File: src/rtl/bp_tlb_ctrl_pkg.sv
// Shared types and default widths for the bp_tlb_ctrl TLB miss/refill sequencer.
// The optional performance counters are enabled with `BP_TLB_CTRL_PERF_EN.
package bp_tlb_ctrl_pkg;

   localparam int vtag_width_gp        = 32'd27;
   localparam int paddr_width_gp       = 32'd56;
   localparam int page_offset_width_gp = 32'd12;
   localparam int pte_flag_width_gp    = 32'd7;
   localparam int perf_count_width_gp  = 32'd32;

   typedef enum logic [2:0] {
      e_ready     = 3'd0,
      e_lookup    = 3'd1,
      e_walk_req  = 3'd2,
      e_walk_wait = 3'd3,
      e_fence     = 3'd4
   } bp_tlb_ctrl_state_e;

   // Leaf PTE as held in the TLB: physical page tag plus permission flags.
   function automatic int bp_pte_leaf_width(input int paddr_width);
      return paddr_width - page_offset_width_gp + pte_flag_width_gp;
   endfunction

endpackage

File: src/rtl/bp_tlb_ctrl_bsg.sv
// Basic storage blocks used by bp_tlb_ctrl: an enabled reset flop and a
// clearable up-counter, both with asynchronous active-high reset.
module bsg_dff_reset_en
   #(parameter int width_p = 32'd1)
   (input  logic               clk_i,
    input  logic               reset_i,
    input  logic               en_i,
    input  logic [width_p-1:0] data_i,
    output logic [width_p-1:0] data_o
   );

   logic [width_p-1:0] data_r;

   // Holding register, loads only when enabled.
   always_ff @(posedge clk_i or posedge reset_i) begin
      if (reset_i) begin
         data_r <= '0;
      end else if (en_i) begin
         data_r <= data_i;
      end else begin
         data_r <= data_r;
      end
   end

   assign data_o = data_r;

endmodule

module bsg_counter_clear_up
   #(parameter int width_p = 32'd32)
   (input  logic               clk_i,
    input  logic               reset_i,
    input  logic               clear_i,
    input  logic               up_i,
    output logic [width_p-1:0] count_o
   );

   logic [width_p-1:0] count_r;

   // Wrapping counter; clear takes precedence over increment.
   always_ff @(posedge clk_i or posedge reset_i) begin
      if (reset_i) begin
         count_r <= '0;
      end else if (clear_i) begin
         count_r <= '0;
      end else if (up_i) begin
         count_r <= count_r + {{(width_p-1){1'b0}}, 1'b1};
      end else begin
         count_r <= count_r;
      end
   end

   assign count_o = count_r;

endmodule

File: src/rtl/bp_tlb_ctrl.sv
// Lookup/miss/refill sequencer in front of a single-ported bp_tlb and a PTW.
// Define BP_TLB_CTRL_PERF_EN to build the hit/miss performance counters.
module bp_tlb_ctrl
   import bp_tlb_ctrl_pkg::*;
   #(parameter  int vtag_width_p   = vtag_width_gp,
     parameter  int paddr_width_p  = paddr_width_gp,
     localparam int entry_width_lp = bp_pte_leaf_width(paddr_width_p))
   (input  logic                      clk_i,
    input  logic                      reset_i,

    input  logic                      req_v_i,
    output logic                      req_ready_and_o,
    input  logic [vtag_width_p-1:0]   req_vtag_i,

    output logic                      resp_v_o,
    output logic [entry_width_lp-1:0] resp_entry_o,
    output logic                      resp_fault_o,

    input  logic                      fence_v_i,
    output logic                      fence_ready_and_o,

    output logic                      tlb_v_o,
    output logic                      tlb_w_o,
    output logic                      tlb_fence_o,
    output logic [vtag_width_p-1:0]   tlb_vtag_o,
    output logic [entry_width_lp-1:0] tlb_entry_o,
    input  logic                      tlb_v_i,
    input  logic [entry_width_lp-1:0] tlb_entry_i,

    output logic                      ptw_v_o,
    input  logic                      ptw_ready_and_i,
    output logic [vtag_width_p-1:0]   ptw_vtag_o,
    input  logic                      ptw_fill_v_i,
    input  logic [entry_width_lp-1:0] ptw_fill_entry_i,
    input  logic                      ptw_fill_fault_i,

    output logic [31:0]               hit_count_o,
    output logic [31:0]               miss_count_o
   );

   bp_tlb_ctrl_state_e state_r, state_n;

   logic [vtag_width_p-1:0] vtag_r;
   logic                    replay_r;
   logic                    replay_set_s;
   logic                    replay_en_s;
   logic                    req_accept_s;
   logic                    fence_accept_s;

   // State register.
   always_ff @(posedge clk_i or posedge reset_i) begin
      if (reset_i) begin
         state_r <= e_ready;
      end else begin
         state_r <= state_n;
      end
   end

   // Ready generation: a fence wins over a request in e_ready, and only a
   // hit in e_lookup frees the TLB port for a back-to-back request.
   always_comb begin
      req_ready_and_o   = 1'b0;
      fence_ready_and_o = 1'b0;
      case (state_r)
         e_ready: begin
            fence_ready_and_o = 1'b1;
            req_ready_and_o   = ~fence_v_i;
         end
         e_lookup: begin
            req_ready_and_o = tlb_v_i;
         end
         default: begin
            req_ready_and_o   = 1'b0;
            fence_ready_and_o = 1'b0;
         end
      endcase
   end

   assign req_accept_s   = req_v_i & req_ready_and_o;
   assign fence_accept_s = fence_v_i & fence_ready_and_o;

   // Next-state logic.
   always_comb begin
      state_n = state_r;
      case (state_r)
         e_ready: begin
            if (fence_accept_s) begin
               state_n = e_fence;
            end else if (req_accept_s) begin
               state_n = e_lookup;
            end else begin
               state_n = e_ready;
            end
         end
         e_lookup: begin
            if (tlb_v_i) begin
               state_n = req_accept_s ? e_lookup : e_ready;
            end else begin
               state_n = replay_r ? e_ready : e_walk_req;
            end
         end
         e_walk_req: begin
            state_n = ptw_ready_and_i ? e_walk_wait : e_walk_req;
         end
         e_walk_wait: begin
            if (ptw_fill_v_i) begin
               state_n = ptw_fill_fault_i ? e_ready : e_lookup;
            end else begin
               state_n = e_walk_wait;
            end
         end
         e_fence: begin
            state_n = e_ready;
         end
         default: begin
            state_n = e_ready;
         end
      endcase
   end

   // Output decode for the requester, TLB port and PTW.
   always_comb begin
      tlb_v_o      = 1'b0;
      tlb_w_o      = 1'b0;
      tlb_fence_o  = 1'b0;
      tlb_vtag_o   = '0;
      tlb_entry_o  = '0;
      resp_v_o     = 1'b0;
      resp_entry_o = '0;
      resp_fault_o = 1'b0;
      ptw_v_o      = 1'b0;
      ptw_vtag_o   = '0;
      replay_set_s = 1'b0;
      case (state_r)
         e_ready: begin
            tlb_v_o    = req_accept_s;
            tlb_vtag_o = req_accept_s ? req_vtag_i : '0;
         end
         e_lookup: begin
            if (tlb_v_i) begin
               resp_v_o     = 1'b1;
               resp_entry_o = tlb_entry_i;
               tlb_v_o      = req_accept_s;
               tlb_vtag_o   = req_accept_s ? req_vtag_i : '0;
            end else begin
               // A miss after refill means the written entry did not stick.
               resp_v_o     = replay_r;
               resp_fault_o = replay_r;
            end
         end
         e_walk_req: begin
            ptw_v_o    = 1'b1;
            ptw_vtag_o = vtag_r;
         end
         e_walk_wait: begin
            if (ptw_fill_v_i & ptw_fill_fault_i) begin
               resp_v_o     = 1'b1;
               resp_fault_o = 1'b1;
            end else if (ptw_fill_v_i) begin
               tlb_v_o      = 1'b1;
               tlb_w_o      = 1'b1;
               tlb_vtag_o   = vtag_r;
               tlb_entry_o  = ptw_fill_entry_i;
               replay_set_s = 1'b1;
            end else begin
               resp_v_o = 1'b0;
            end
         end
         e_fence: begin
            tlb_fence_o = 1'b1;
         end
         default: begin
            tlb_v_o = 1'b0;
         end
      endcase
   end

   bsg_dff_reset_en #(.width_p(vtag_width_p)) vtag_reg
      (.clk_i   (clk_i),
       .reset_i (reset_i),
       .en_i    (req_accept_s),
       .data_i  (req_vtag_i),
       .data_o  (vtag_r)
      );

   assign replay_en_s = replay_set_s | resp_v_o;

   bsg_dff_reset_en #(.width_p(32'd1)) replay_reg
      (.clk_i   (clk_i),
       .reset_i (reset_i),
       .en_i    (replay_en_s),
       .data_i  (replay_set_s),
       .data_o  (replay_r)
      );

`ifdef BP_TLB_CTRL_PERF_EN
   logic hit_inc_s;
   logic miss_inc_s;

   // Replay lookups are part of a miss, so they count neither as hits nor misses.
   assign hit_inc_s  = (state_r == e_lookup) & tlb_v_i & ~replay_r;
   assign miss_inc_s = (state_r == e_lookup) & ~tlb_v_i & ~replay_r;

   bsg_counter_clear_up #(.width_p(perf_count_width_gp)) hit_counter
      (.clk_i   (clk_i),
       .reset_i (reset_i),
       .clear_i (1'b0),
       .up_i    (hit_inc_s),
       .count_o (hit_count_o)
      );

   bsg_counter_clear_up #(.width_p(perf_count_width_gp)) miss_counter
      (.clk_i   (clk_i),
       .reset_i (reset_i),
       .clear_i (1'b0),
       .up_i    (miss_inc_s),
       .count_o (miss_count_o)
      );
`else
   assign hit_count_o  = 32'd0;
   assign miss_count_o = 32'd0;
`endif

endmodule

File: config.mk
export PLATFORM = sky130hd
export DESIGN_NAME = bp_tlb_ctrl
export DESIGN_NICKNAME = d
export VERILOG_FILES = /design/src/rtl/bp_tlb_ctrl_pkg.sv /design/src/rtl/bp_tlb_ctrl_bsg.sv /design/src/rtl/bp_tlb_ctrl.sv
export SDC_FILE = /design/constraint.sdc
export NUM_CORES = 1
export LEC_CHECK = 0
export CORE_AREA = 4 4 139 141
export DETAILED_ROUTE_END_ITERATION = 10
export DIE_AREA = 0 0 143 145
export PLACE_DENSITY_LB_ADDON = 0.08
export SYNTH_ARGS = -nofsm -noshare
export SYNTH_HDL_FRONTEND = slang
export SYNTH_SLANG_ARGS = --single-unit
File: constraint.sdc
create_clock -name clk_i -period 1.64 [get_ports clk_i]
set_input_delay 0.164 -clock clk_i [delete_from_list [all_inputs] [get_ports clk_i]]
set_output_delay 0.164 -clock clk_i [all_outputs]
set_load 0.01 [all_outputs]
==> results of run 1 <==
kinds of logic (layout without fill, tap and decap cells):
logic type             after synthesis  count (layout)
multiplexers                        27              27
AO/OA/AOI/OAI                       38              38
other                                1              64
buffers and inverters               95             406
AND/OR/NAND/NOR                    147             147
flip-flops                          31              31
synth_stat cells, drive strengths merged (2+ instances only):
| master | n | area share (%) |
|---|---|---|
| a21oi | 2 | 0.34 |
| a22o | 29 | 8.5 |
| and2 | 80 | 17 |
| and3 | 51 | 11 |
| buf | 74 | 19 |
| clkbuf | 18 | 2.3 |
| dfrtp | 31 | 26 |
| inv | 3 | 0.38 |
| mux2 | 27 | 10 |
| nand2 | 2 | 0.25 |
| nand2b | 3 | 0.63 |
| nand3 | 2 | 0.34 |
| nor2 | 5 | 0.88 |
| nor3 | 2 | 0.50 |
| o21ai | 2 | 0.34 |
power by group through the flow:
stage / combinational (mW) / sequential [mW] / clock, mW
floorplan: 1.82 / 1.35 / 0
global placement: 3.72 / 1.49 / 0
detailed placement: 3.74 / 1.47 / 0
CTS: 4.25 / 1.47 / 1.13
global route: 5.99 / 1.56 / 1.16
finish: 5.64 / 1.50 / 1.08
per-stage QoR:
step,cell area (sq um),std cells,setup WS [ns],util [%]
after global routing,7950,942,-0.3404,44.26
after CTS,6624,923,-0.3199,36.87
final,7950,942,-0.2770,44.26
after detailed placement,6226,872,-0.5359,34.66
after floorplan,3216,402,0.003724,-
after global placement,6226,872,-0.5076,34.66
per-layer routing:
metal	wire, um	track usage (%)	vias up
met5	11	0	-
met4	89	1.283	2
met3	1187	3.093	9
met2	10430	30.83	169
met1	6785	17.48	1842
li1	-	-	1768
registers in the layout, summed over array words and instances, names as in the netlist:
signal and count:
state_r 3, replay_reg.data_o 1, vtag_reg.data_o 27
area by class of cell:
cell class	instances	area (sq um)	share of cell area, %
clock buffers	6	138.9	1.747
clock inverters	2	35.03	0.4407
inverters	3	11.26	0.1416
multi-input cells	276	2337	29.40
flip-flops and latches	31	777.0	9.773
well taps	229	286.5	3.604
repair buffers	395	4364	54.89
repair_timing:
action / 4_1_cts / 5_1_grt
endpoints found under the setup margin: 170 / 191
setup buffers: 30 / 17
hold endpoints to repair: 0 / 0
cloned: 13 / 8
pin swaps: 16 / 109
gates resized for setup: 759 / 266
critical path, cell delays in order (launching register included):
cell	delay, ns
dfrtp_2	0.44
and2_4	0.16
o211a_4	0.29
buf_6	0.14
buf_6	0.11
a22o_1	0.19
buf_2	0.14
worst max-delay path by stage:
stage / start / to / cells after the start
CTS: state_r[0] / tlb_vtag_o[17] / 6
floorplan: state_r[0] / vtag_reg.data_o[10] / 6
detailed placement: tlb_v_i / tlb_vtag_o[26] / 6
global route: state_r[0] / tlb_vtag_o[17] / 6
finish: state_r[0] / tlb_vtag_o[17] / 6
global placement: tlb_v_i / tlb_vtag_o[21] / 6
==> flow_metrics.env, run 1 <==
export IMPL_status="complete, but fails checks"
export IMPL_violations="negative setup slack"
export IMPL_core_region_area_sq_mm=0.01796
export IMPL_fp_dieH_um=145
export IMPL_pwr_share_seq_pct=18.3
export IMPL_boundaryPins=365
export IMPL_synth_mux_area_share_pct=10.21
export IMPL_fmaxAchievable_ghz=0.5216
export IMPL_synth_top_family_by_area="simple AND/OR/NAND/NOR gates"
export IMPL_ir_drop_v=0.0008497
export IMPL_p_sw_share_pct=34.05
export IMPL_synth_edf_count=0
export IMPL_final_common_cell="buf_6"
export IMPL_crit_path_start_kind="flip-flop"
export IMPL_comb_power_share_pct=68.5
export IMPL_skew_ns=0.005884
export IMPL_cap_violations=0
export IMPL_htreeDepth=2
export IMPL_vias=3790
export IMPL_cp_required_ns=1.48
export IMPL_dieArea_sq_mm=0.02074
export IMPL_start_util_pct=16.58
export IMPL_internal_power_mw=5.425
export IMPL_worstReg2RegEnd="vtag_reg.data_o[19]"
export IMPL_syn_area_sq_mm=0.002979
export IMPL_criticalPathCategory="flip-flop to output port"
export IMPL_layout_common_cells="154 x buf_6, 136 x clkdlybuf4s50_1, 68 x and2_4"
export IMPL_synth_cell_types=28
export IMPL_synth_compound_area_share_pct=11.26
export IMPL_routedWlPerCell_um=19.65
export IMPL_grt_usage_pct=15.56
export IMPL_power_switching_mw=2.800
export IMPL_synth_fa_ha_area_share_pct=0
export IMPL_cts_root_buf="clkbuf_16"
export IMPL_grt_ovfl_total=0
export IMPL_synth_cells=339
export IMPL_die_w_um=143
export IMPL_hold_viol=0
export IMPL_r2r_setup_slack_ns=-0.13
export IMPL_p_per_area_mw_per_mm2=1035
export IMPL_routed_wl_um=18510
export IMPL_async_flop_share_pct=100.0
export IMPL_path_clk_slew_ns=0.05
export IMPL_hold_worst_slack_ns=0.2885
export IMPL_synthFlopType="dfrtp_1"
export IMPL_worstPathArrival_ns=1.75
export IMPL_synthXorXnorAreaFrac_pct=0
export IMPL_gp_congestion=0.8384
export IMPL_cts_tree="done"
export IMPL_fin_crit_ns=1.917
export IMPL_hpwlAfterDp_um=12530
export IMPL_area_growth_pct=166.9
export IMPL_post_route_period_util_pct=116.9
export IMPL_p_leak_nw=3.785
export IMPL_first_pass_iters=4
export IMPL_ys_ff_latch=31
export IMPL_rsz0062_at_grt="true"
export IMPL_ctsHoldBuffers=0
export IMPL_drive_gt1_share_pct=60.03
export IMPL_holdCritPathClass="input port to async pin"
export IMPL_rows=49
export IMPL_viasPerCell=4.023
export IMPL_setup_viol_count_final=186
export IMPL_tns_ns=-28.88
export IMPL_p_total_mw=8.225
export IMPL_grt_pass1_wl_um=25030
export IMPL_cts_sinks=31
export IMPL_grt_max_degree=32
export IMPL_drc_errors=0
export IMPL_fillers=1755
export IMPL_worst_slack_ns=-0.2770
export IMPL_synth_simple_gate_area_share_pct=30.66
export IMPL_r2r_cells=6
export IMPL_cp_max_fo=5
export IMPL_yosysWarnings=0
export IMPL_cts_buffers=5
export IMPL_first_global_vias=3861
export IMPL_clock_latency_ns=0.27
export IMPL_port_buffers=300
export IMPL_crit_path_end_kind="output port"
export IMPL_drv_slew=0
export IMPL_cts_max_path_buffers=2
export IMPL_n_antenna_cell=0
export IMPL_synth_area_per_cell_sq_um=8.788
export IMPL_pwr_share_clk_pct=13.2
export IMPL_r2r_start="state_r[0]"
export IMPL_ys_seq_area_share_pct=26.04
export IMPL_drtIter0Drc=106
export IMPL_antenna_found_initial=1
export IMPL_ant_nets=0
export IMPL_final_nets=849
Note: power is estimated with default switching activity, not from simulation.
==> run 2, diff against run 1 <==
--- a/config.mk
+++ b/config.mk
@@ -5,9 +5,11 @@
 export SDC_FILE = /design/constraint.sdc
 export NUM_CORES = 1
 export LEC_CHECK = 0
-export CORE_AREA = 4 4 139 141
+export CELL_PAD_IN_SITES_DETAIL_PLACEMENT = 1
+export CELL_PAD_IN_SITES_GLOBAL_PLACEMENT = 2
+export CORE_MARGIN = 4
+export CORE_UTILIZATION = 11
 export DETAILED_ROUTE_END_ITERATION = 10
-export DIE_AREA = 0 0 143 145
 export PLACE_DENSITY_LB_ADDON = 0.08
 export SYNTH_ARGS = -nofsm -noshare
 export SYNTH_HDL_FRONTEND = slang
==> run 2 against run 1 <==
Effect of this change:
- the run still ends with negative setup slack left
- hold slack got worse by 0.082 ns
- cell count increased by 11%
- maximum frequency decreased by 1.9%
- die area increased by 44%
- design area increased by 2.1%
- critical path depth increased by 3
- setup slack got worse by 0.037 ns
- sequential share of layout area decreased by 0.18 points
- largest cell class unchanged
==> flow_metrics.env, run 2 (synthesized netlist as in run 1, its figures left out) <==
export IMPL_slowest_stage="dfrtp_2"
export IMPL_pre_cts_slack_ns=-0.6053
export IMPL_n_antenna_cell=0
export IMPL_path_clk_slew_ns=0.06
export IMPL_p_leak_nw=3.835
export IMPL_power_switching_mw=2.867
export IMPL_setup_viol_count_final=187
export IMPL_cts_max_path_buffers=2
export IMPL_grt_pass1_wl_um=27090
export IMPL_p_sw_share_pct=34.18
export IMPL_drtIter0Drc=53
export IMPL_cap_violations=0
export IMPL_first_pass_iters=4
export IMPL_final_common_cell="buf_6"
export IMPL_final_nets=848
export IMPL_dp_cells=977
export IMPL_cts_buffers=5
export IMPL_p_per_area_mw_per_mm2=1034
export IMPL_gp_congestion=0.7485
export IMPL_layout_common_cells="159 x buf_6, 136 x clkdlybuf4s50_1, 72 x and2_4"
export IMPL_boundaryPins=365
export IMPL_die_w_um=172.6
export IMPL_routedWlPerCell_um=18.79
export IMPL_drv_slew=0
export IMPL_worst_path_most_repeated_cell="buf_6"
export IMPL_r2r_start="state_r[0]"
export IMPL_pwr_share_clk_pct=13.2
export IMPL_viasPerCell=3.643
export IMPL_ant_nets=0
export IMPL_clock_latency_ns=0.28
export IMPL_core_region_area_sq_mm=0.02635
export IMPL_cts_root_buf="clkbuf_16"
export IMPL_p_total_mw=8.391
export IMPL_holdCritPathClass="input port to async pin"
export IMPL_grt_max_degree=23
export IMPL_area_growth_pct=172.4
export IMPL_crit_path_start_kind="flip-flop"
export IMPL_pwr_share_seq_pct=17.8
export IMPL_grt_ovfl_total=0
export IMPL_worstReg2RegEnd="vtag_reg.data_o[11]"
export IMPL_post_route_period_util_pct=119.1
export IMPL_vias=3814
export IMPL_largest_reg_flops=27
export IMPL_max_slew_margin_pct=58.13
export IMPL_cp_max_fo=6
export IMPL_comb_power_share_pct=69.0
export IMPL_fp_dieH_um=172.6
export IMPL_htreeDepth=2
export IMPL_antenna_found_initial=1
export IMPL_cp_required_ns=1.48
export IMPL_drive_gt1_share_pct=59.27
export IMPL_first_global_vias=4088
export IMPL_worst_pin_slew_ns=0.6242
export IMPL_hpwlAfterDp_um=13410
export IMPL_rsz0062_at_grt="true"
export IMPL_port_buffers=300
export IMPL_finish_utilization_pct=30.79
export IMPL_cp_slowest_stage_delay_ns=0.39
export IMPL_hold_viol=0
export IMPL_grt_usage_pct=11.71
export IMPL_violations="negative setup slack"
export IMPL_dpl_instance_area_sq_mm=0.006376
export IMPL_path_cells="buf_6 -> buf_6 -> nand2_4 -> nor3_4 -> buf_6 -> buf_12 -> buf_12 -> a22o_1 -> buf_6"
export IMPL_fmaxAchievable_ghz=0.5119
export IMPL_skew_ns=0.002790
export IMPL_tns_ns=-40.78
export IMPL_fin_crit_ns=1.954
export IMPL_drc_errors=0
export IMPL_cts_tree="done"
export IMPL_rows=59
export IMPL_worst_slack_ns=-0.3136
export IMPL_routed_wl_um=19680
export IMPL_criticalPathCategory="flip-flop to output port"
export IMPL_ir_drop_v=0.0004114
export IMPL_start_util_pct=11.30
export IMPL_r2r_setup_slack_ns=-0.30
export IMPL_final_cell_count_no_fill=1047
export IMPL_final_cell_area_sq_mm=0.008114
export IMPL_cts_sinks=31
export IMPL_status="complete, but fails checks"
export IMPL_internal_power_mw=5.523
export IMPL_r2r_cells=7
export IMPL_hold_worst_slack_ns=0.2068
export IMPL_worstPathArrival_ns=1.79
export IMPL_crit_path_end_kind="output port"
export IMPL_fillers=2931
export IMPL_dieArea_sq_mm=0.02978
## run 2: changes by cell type in the layout (fill, tap and decap cells not counted), moves of 2 or more
| cell | delta |
|---|---|
| and3_1 | +7 |
| clkbuf_2 | +7 |
| buf_6 | +5 |
| mux2_2 | -9 |
| and3_4 | -7 |
| a21oi_2 | -2 |
| a21oi_1 | +2 |
| buf_2 | -12 |
| buf_8 | +5 |
| and2_4 | +4 |
| buf_4 | -5 |
| mux2_4 | +9 |
| buf_16 | -2 |
| and2_1 | -4 |
## run 2: critical path: cells and delay by family (launching register included)
kind / cells / cell delay, ns
AOI/OAI and AO/OA: 1 / 0.14
DFF: 1 / 0.39
and+or+nand+nor: 2 / 0.24
buffers and inverters: 6 / 0.74
## run 2: how the worst max path moves through the flow
stage / startpoint / end
6_report: state_r[0] / tlb_vtag_o[10]
5_1_grt: state_r[0] / tlb_vtag_o[10]
4_1_cts: state_r[0] / tlb_vtag_o[0]
3_5_place_dp: fence_v_i / tlb_vtag_o[0]
3_3_place_gp: fence_v_i / tlb_vtag_o[0]
2_1_floorplan: state_r[0] / vtag_reg.data_o[10]
## run 2: power groups by stage
stage / Combinational [mW] / Sequential [mW] / Clock, mW
4_1_cts: 4.54 / 1.47 / 1.16
6_report: 5.79 / 1.49 / 1.11
5_1_grt: 6.18 / 1.56 / 1.20
2_1_floorplan: 1.82 / 1.35 / 0
3_3_place_gp: 3.80 / 1.46 / 0
3_5_place_dp: 3.82 / 1.46 / 0
## run 2: what timing repair did
item,4_1_cts,5_1_grt
setup buffers,25,27
cloned,12,7
hold buffers,0,0
resized for setup,712,324
endpoints found under the setup margin,191,191
pin swaps,8,69
## run 2: routing by layer
metal	vias up	track usage, %	wire, um
met1	1812	12.26	7215
met2	225	21.92	10310
met3	6	5.830	2075
met5	-	0	15
li1	1769	-	-
met4	2	1.098	60
## run 2: cell type report
| cell class | instances | area (sq um) | area share [%] |
|---|---|---|---|
| clock inverter | 2 | 35.03 | 0.4318 |
| clock buffer | 6 | 138.9 | 1.712 |
| inverter | 3 | 11.26 | 0.1388 |
| timing repair buffer | 394 | 4390 | 54.11 |
| sequential | 31 | 778.2 | 9.591 |
| multi-input combinational | 276 | 2341 | 28.85 |
| tap | 335 | 419.2 | 5.166 |
